`src/rtl/uart_tx_pkg.sv`:
```
// uart_tx_pkg: shared UART types and helpers.
// State encodings, parity modes and bit-period math.
package uart_tx_pkg;

    typedef enum logic [2:0] {
        ST_IDLE   = 3'd0,
        ST_START  = 3'd1,
        ST_DATA   = 3'd2,
        ST_PARITY = 3'd3,
        ST_STOP   = 3'd4
    } state_t;

    localparam int PARITY_NONE = 0;
    localparam int PARITY_ODD  = 1;
    localparam int PARITY_EVEN = 2;

    function automatic int clks_per_bit(
        input int clk_freq,
        input int baud
    );
        return clk_freq / baud;
    endfunction

    // Parity over the low nbits of d; odd mode inverts the XOR.
    function automatic logic frame_parity(
        input logic [7:0] d,
        input int         nbits,
        input int         mode
    );
        logic p;
        p = 1'b0;
        for (int i = 0; i < 8; i++) begin
            if (i < nbits) begin
                p = p ^ d[i];
            end
        end
        return (mode == PARITY_ODD) ? ~p : p;
    endfunction

endpackage

```
`src/rtl/uart_tx_baud_gen.sv`:
```
// uart_baud_gen: bit-period divider.
// Counts 0..CLKS_PER_BIT-1, ticks at terminal count.
module uart_baud_gen #(
    parameter int CLKS_PER_BIT = 868
) (
    input  logic clk,
    input  logic i_clr,
    output logic o_bit_tick
);

    localparam int CW = $clog2(CLKS_PER_BIT);
    localparam logic [CW-1:0] TERM = CW'(CLKS_PER_BIT - 1);

    logic [CW-1:0] r_cnt;
    logic          w_term;

    assign w_term     = (r_cnt == TERM);
    assign o_bit_tick = w_term;

    // Free-running bit timer, held at zero while cleared.
    always_ff @(posedge clk) begin
        if (i_clr) begin
            r_cnt <= '0;
        end else if (w_term) begin
            r_cnt <= '0;
        end else begin
            r_cnt <= r_cnt + 1'b1;
        end
    end

endmodule

```
`src/rtl/uart_tx.sv`:
```
// uart_tx: byte-wide UART transmitter.
// start, LSB-first data, optional parity, 1-2 stop bits.
module uart_tx
    import uart_tx_pkg::*;
#(
    parameter int CLK_FREQ  = 100_000_000,
    parameter int BAUD      = 115200,
    parameter int DATA_BITS = 8,
    parameter int PARITY    = 0,
    parameter int STOP_BITS = 1
) (
    input  logic       clk,
    input  logic       rst,
    input  logic [7:0] tx_data,
    input  logic       tx_valid,
    output logic       tx_ready,
    output logic       tx,
    output logic       tx_busy,
    output logic       tx_done
);

    localparam int CLKS_PER_BIT = clks_per_bit(CLK_FREQ, BAUD);
    localparam int IW = $clog2(DATA_BITS + 1);
    localparam logic [IW-1:0] LAST_DATA = IW'(DATA_BITS - 1);
    localparam logic [IW-1:0] LAST_STOP = IW'(STOP_BITS - 1);

    if (CLKS_PER_BIT < 2) begin : g_bad_baud
        $fatal(1, "uart_tx: CLKS_PER_BIT must be at least 2");
    end
    if (DATA_BITS < 5 || DATA_BITS > 8) begin : g_bad_width
        $fatal(1, "uart_tx: DATA_BITS must be 5..8");
    end
    if (PARITY != PARITY_NONE && PARITY != PARITY_ODD &&
        PARITY != PARITY_EVEN) begin : g_bad_parity
        $fatal(1, "uart_tx: PARITY must be 0, 1 or 2");
    end
    if (STOP_BITS < 1 || STOP_BITS > 2) begin : g_bad_stop
        $fatal(1, "uart_tx: STOP_BITS must be 1 or 2");
    end

    state_t          r_state;
    logic [7:0]      r_shift;
    logic [IW-1:0]   r_idx;
    logic            r_par;
    logic            r_tx;
    logic            r_done;

    state_t          w_state_nxt;
    logic [7:0]      w_shift_nxt;
    logic [IW-1:0]   w_idx_nxt;
    logic            w_par_nxt;
    logic            w_tx_nxt;
    logic            w_done_nxt;
    logic            w_idle;
    logic            w_accept;
    logic            w_tick;
    logic            w_clr;

    assign w_idle   = (r_state == ST_IDLE);
    assign w_accept = tx_valid && w_idle;
    // Timer rests at zero in IDLE, so the start bit is full width.
    assign w_clr    = rst || w_idle;

    uart_baud_gen #(
        .CLKS_PER_BIT (CLKS_PER_BIT)
    ) u_baud (
        .clk        (clk),
        .i_clr      (w_clr),
        .o_bit_tick (w_tick)
    );

    // Next-state, shift register, bit index and done pulse.
    always_comb begin
        w_state_nxt = r_state;
        w_shift_nxt = r_shift;
        w_idx_nxt   = r_idx;
        w_par_nxt   = r_par;
        w_done_nxt  = 1'b0;
        unique case (r_state)
            ST_IDLE: begin
                if (w_accept) begin
                    w_state_nxt = ST_START;
                    w_shift_nxt = tx_data;
                    w_idx_nxt   = '0;
                    w_par_nxt   = frame_parity(tx_data, DATA_BITS, PARITY);
                end
            end
            ST_START: begin
                if (w_tick) begin
                    w_state_nxt = ST_DATA;
                end
            end
            ST_DATA: begin
                if (w_tick) begin
                    w_shift_nxt = {1'b0, r_shift[7:1]};
                    if (r_idx == LAST_DATA) begin
                        w_idx_nxt   = '0;
                        w_state_nxt = (PARITY != PARITY_NONE) ? ST_PARITY
                                                              : ST_STOP;
                    end else begin
                        w_idx_nxt = r_idx + 1'b1;
                    end
                end
            end
            ST_PARITY: begin
                if (w_tick) begin
                    w_state_nxt = ST_STOP;
                end
            end
            ST_STOP: begin
                if (w_tick) begin
                    if (r_idx == LAST_STOP) begin
                        w_idx_nxt   = '0;
                        w_state_nxt = ST_IDLE;
                        w_done_nxt  = 1'b1;
                    end else begin
                        w_idx_nxt = r_idx + 1'b1;
                    end
                end
            end
            default: begin
                w_state_nxt = ST_IDLE;
                w_idx_nxt   = '0;
            end
        endcase
    end

    // Line level for the coming state, registered so the pin is glitch-free.
    always_comb begin
        w_tx_nxt = 1'b1;
        unique case (w_state_nxt)
            ST_IDLE:   w_tx_nxt = 1'b1;
            ST_START:  w_tx_nxt = 1'b0;
            ST_DATA:   w_tx_nxt = w_shift_nxt[0];
            ST_PARITY: w_tx_nxt = w_par_nxt;
            ST_STOP:   w_tx_nxt = 1'b1;
            default:   w_tx_nxt = 1'b1;
        endcase
    end

    // State and datapath registers; reset aborts any frame in flight.
    always_ff @(posedge clk) begin
        if (rst) begin
            r_state <= ST_IDLE;
            r_shift <= '0;
            r_idx   <= '0;
            r_par   <= 1'b0;
            r_tx    <= 1'b1;
            r_done  <= 1'b0;
        end else begin
            r_state <= w_state_nxt;
            r_shift <= w_shift_nxt;
            r_idx   <= w_idx_nxt;
            r_par   <= w_par_nxt;
            r_tx    <= w_tx_nxt;
            r_done  <= w_done_nxt;
        end
    end

    assign tx_ready = w_idle;
    assign tx_busy  = !w_idle;
    assign tx       = r_tx;
    assign tx_done  = r_done;

endmodule

```
`config.mk`:
```
export PLATFORM = sky130hd
export DESIGN_NAME = uart_tx
export DESIGN_NICKNAME = d
export VERILOG_FILES = /design/src/rtl/uart_tx_pkg.sv /design/src/rtl/uart_tx_baud_gen.sv /design/src/rtl/uart_tx.sv
export SDC_FILE = /design/constraint.sdc
export NUM_CORES = 1
export LEC_CHECK = 0
export BUFFER_PORTS_ARGS = -buffer_cell sky130_fd_sc_hd__buf_2
export CELL_PAD_IN_SITES_DETAIL_PLACEMENT = 1
export CELL_PAD_IN_SITES_GLOBAL_PLACEMENT = 2
export CORE_MARGIN = 2
export CORE_UTILIZATION = 36
export CTS_BUF_LIST = sky130_fd_sc_hd__clkbuf_2 sky130_fd_sc_hd__clkbuf_4 sky130_fd_sc_hd__clkbuf_8
export CTS_CLUSTER_SIZE = 12
export DETAILED_ROUTE_END_ITERATION = 8
export PLACE_DENSITY = 0.81
export SYNTH_ARGS = -nofsm -noshare
export SYNTH_HDL_FRONTEND = slang
export SYNTH_SLANG_ARGS = --single-unit
```
`constraint.sdc`:
```
create_clock -name clk -period 2.6 [get_ports clk]
set_input_delay 0.39 -clock clk [delete_from_list [all_inputs] [get_ports clk]]
set_output_delay 0.39 -clock clk [all_outputs]
set_load 0.005 [all_outputs]
```
==> results.md <==
- The flow ran to the end, and the final reports show no timing, DRC or antenna violations.
- The final-report setup violation count is 0.
- Measured against its own limit, the worst slew margin works out to 0.5810.
- The signal on the critical path passes through ha_1 -> or3b_1 -> nor4_4 -> nor2_1 -> nand2_1 -> a21oi_1.
- The post-synthesis instance area is 1449 µm².
- The standard cell core area is 3943 µm².
- The share of total power dissipated in combinational logic is 0.163.
- The initial antenna violation count is 0.
- The starting density of the core is 0.3675.
- The yosys synthesis warning count is 0.
- For the final routed database, the setup TNS stands at 0 ns.
- Buffers added to address setup during post-CTS repair amount to 0.
- Post-CTS repair changed the size of 0 cells.
- The top cell types in the final layout, fill and taps aside, are dfxtp_1, nor2_1, nand2_1, buf_2.
- The maximum clock path buffer count is 2.
- The kind of launch point of the worst setup path is a flip-flop.
- The most area-hungry cell type in the Yosys netlist is dfxtp_1.
- In the final routed layout, each cell accounts on average for 14.64 µm.
- The number of buffers and inverters on the critical path is 0.
- For this design the static power due to leakage is 0.5925 nW.
- STA classifies the critical path endpoint as a flip-flop.
- The clock tree root driver cell is clkbuf_8.
- After synthesis the netlist holds a flip-flop and latch count of 28.
- Compared with the post-synthesis result, the final layout area differs by 12.26%.
- VDD sags by at most 0.2256 mV.
- Summed over all layers, the global routing overflow is 0.
- The stage delay of the slowest cell on the critical path is 0.57 ns.
- Of all flip-flops after synthesis, the portion carrying an async set or reset was 0.
- The number of nets at the end of the flow is 196.
- The data arrival time of the worst path is 2.35 ns.
- The total inserted antenna cells is 0.
- The number of distinct library cells after synthesis is 43.
- The number of nets in the synthesized netlist is 183.
- The number of pins exceeding their max-slew limit in the final report is 0.
- The cell-internal power is 0.7231 mW.
- The floorplan step set the die width to 67.44 µm.
- After layout, the design draws a total of 0.9788 mW.
- Setup repair after global routing left no endpoint under its margin.
- The number of CTS-inserted buffers is 3.
- The peak fanout along the critical path is 10.
- Broken down by cell family, the worst path's largest delay share belongs to simple AND/OR/NAND/NOR gates.
- The number of buffers added on ports is 14.
- The violation count after the first detailed-route iteration is 44.
- The count of nets left with antenna violations once routing finished came out at 0.
- The die covers 4548 µm².
- The share of final-layout standard cells stronger than drive strength 1 is 0.1547.
- The floorplan step set the die height to 67.44 µm.
- The number of global-route vias before repair came to 1240.
- The all-layer global routing usage is 0.1646.
- The detailed router placed 1236 vias in this run.
- CTS built an H-tree with a depth of 1.
- The area share of the leading cell type in the synthesized netlist is 0.3869.
- The most common cell after layout, fill and taps aside is dfxtp_1.
- For the pin with the worst max-slew slack, the measured transition is 0.6237 ns.
- For this design the top-level I/O count stands at 15.
- Of the total power, the share spent switching nets is 0.2612.
- The TritonCTS sink count is 28.
- The detailed-route DRC error count is 0.
- The total of max-cap violations is 0.
- The mean area per synthesized cell is 8.573 µm².
- The routed wire length is 3381 µm.
- The clock skew is 0.009222 ns.
- The share of the Yosys chip area taken by registers is 0.3869.
- Among all stages on the critical path, the largest delay is contributed by nor4_4.
- The first global-routing pass estimated 5809 µm of wire.
- The congestion estimate from routability-driven global placement came to 0.7220.
- STA puts the critical path data required time at 2.77 ns.
- The clock-pin slew on the worst setup and hold paths is 0.10 ns.
- The achievable clock frequency is 459.1 MHz.
- Detailed placement ended at an HPWL of 2554 µm.
- The number of enable-type register cells in the synthesized netlist is 0.
- The clock network power share is 0.356.
- The time the worst path needs with I/O delays and setup is 2.178 ns.
- The power density of the placed cells is 601.7 nW/µm².
- The flip-flop cell with the highest count after synthesis is dfxtp_1.
- Entering global routing, the biggest net connects 18 pins.
- Before antenna repair, the detailed router went through 4 iterations.
- Dividing the final minimum period by the clock period gives 0.8377.
- The analysis attributes to net switching a power of 0.2557 mW.
- The CTS tree is done.
- The fraction of power consumed by sequential logic is 0.481.
- The number of endpoints with negative hold slack in the final report was 0.
- The worst hold path belongs to the class input port to flip-flop.
- Hold repair after CTS inserted 0 buffers.
- The worst setup path is of the flip-flop to flip-flop kind.
- The number of instances in the synthesized netlist is 169.
- The clock latency at the later pin of the worst-skew pair is 0.28 ns.
- The floorplan has 23 rows.
- By area the synthesized netlist is led by dfxtp_1, xnor2_1, nor2_1, a21oi_1, nand2_1.
- The average via count per standard cell is 5.351.
-- worst reg2reg max path, stage by stage, from the launching register on --
cell and delay [ns]:
dfxtp_1 0.39, ha_1 0.22, or3b_1 0.44, nor4_4 0.57
nor2_1 0.24, nand2_1 0.13, a21oi_1 0.07
-- kinds of logic after synthesis --
family | share of synthesized area
AOI/OAI and AO/OA | 0.1529
buffers and inverters | 0.03367
adders and majority gates | 0.02591
xor gates and xnor gates | 0.09067
DFF | 0.3869
and+or+nand+nor | 0.3100
-- path summary, 6_finish.rpt --
check / from / to / slack, ns / depth (start not counted)
setup reg to reg: u_baud.r_cnt[0] / r_shift[6] / 0.42 / 6
setup / recovery: u_baud.r_cnt[0] / r_shift[6] / 0.42 / 6
hold reg to reg: r_shift[4] / r_shift[4] / 0.47 / 2
hold / removal: tx_data[7] / r_shift[7] / 0.36 / 3
-- flip-flops by register name, indices dropped and copies added (netlist names) --
signal / flops
r_idx: 4
r_par: 1
r_shift: 8
r_state: 3
tx: 1
tx_done: 1
u_baud.r_cnt: 10
-- per-layer routing --
metal / vias to the layer above / GRT usage / share of wire
met4: 0 / 0.03316 / 0.0074
met5: - / 0 / 0
li1: 628 / - / -
met3: 5 / 0.01833 / 0.018
met2: 13 / 0.2735 / 0.48
met1: 590 / 0.2305 / 0.49
-- final cells by class --
cell class,count,area (µm²)
Multi-Input combinational cell,129,839.6
Timing Repair Buffer,14,70.07
Sequential cell,28,560.5
Inverter,6,22.52
Fill cell,480,2316
Tap cell,50,62.56
Clock buffer,3,41.29
Clock inverter,1,30.03
-- cells in the mapped netlist (all sizes together), types with 2 or more instances --
cell type and instances:
or3 2, and3 3, inv 6, nor3b 4, nor2b 2, nand3 9
xnor2 11, ha 3, nor3 5, xor2 4, nand4 2, a21oi 11
buf 5, nand2 14, nor4 3, nor2 22, a22oi 6, or3b 4
a31oi 2, and2 3, dfxtp 28, o21ai 4
-- per-stage QoR --
step	cell area, µm²	util	worst slack [ns]	cells	hold slack, ns
finish	1627	0.4126	0.4219	231	0.3600
CTS	1627	0.4126	0.4211	231	0.3587
global placement	1555	0.3945	0.5487	227	0.4453
global route	1627	0.4126	0.2045	231	0.3701
detailed placement	1555	0.3945	0.4272	227	0.4536
floorplan	1449	-	0.7223	169	0.4298
-- power groups by stage --
stage	sequential [mW]	clock, mW	combinational (mW)
global placement	0.479	0	0.154
global route	0.475	0.374	0.178
detailed placement	0.481	0	0.159
CTS	0.471	0.357	0.161
finish	0.471	0.349	0.159
floorplan	0.468	0	0.123
(Power assumes the default switching activity.)
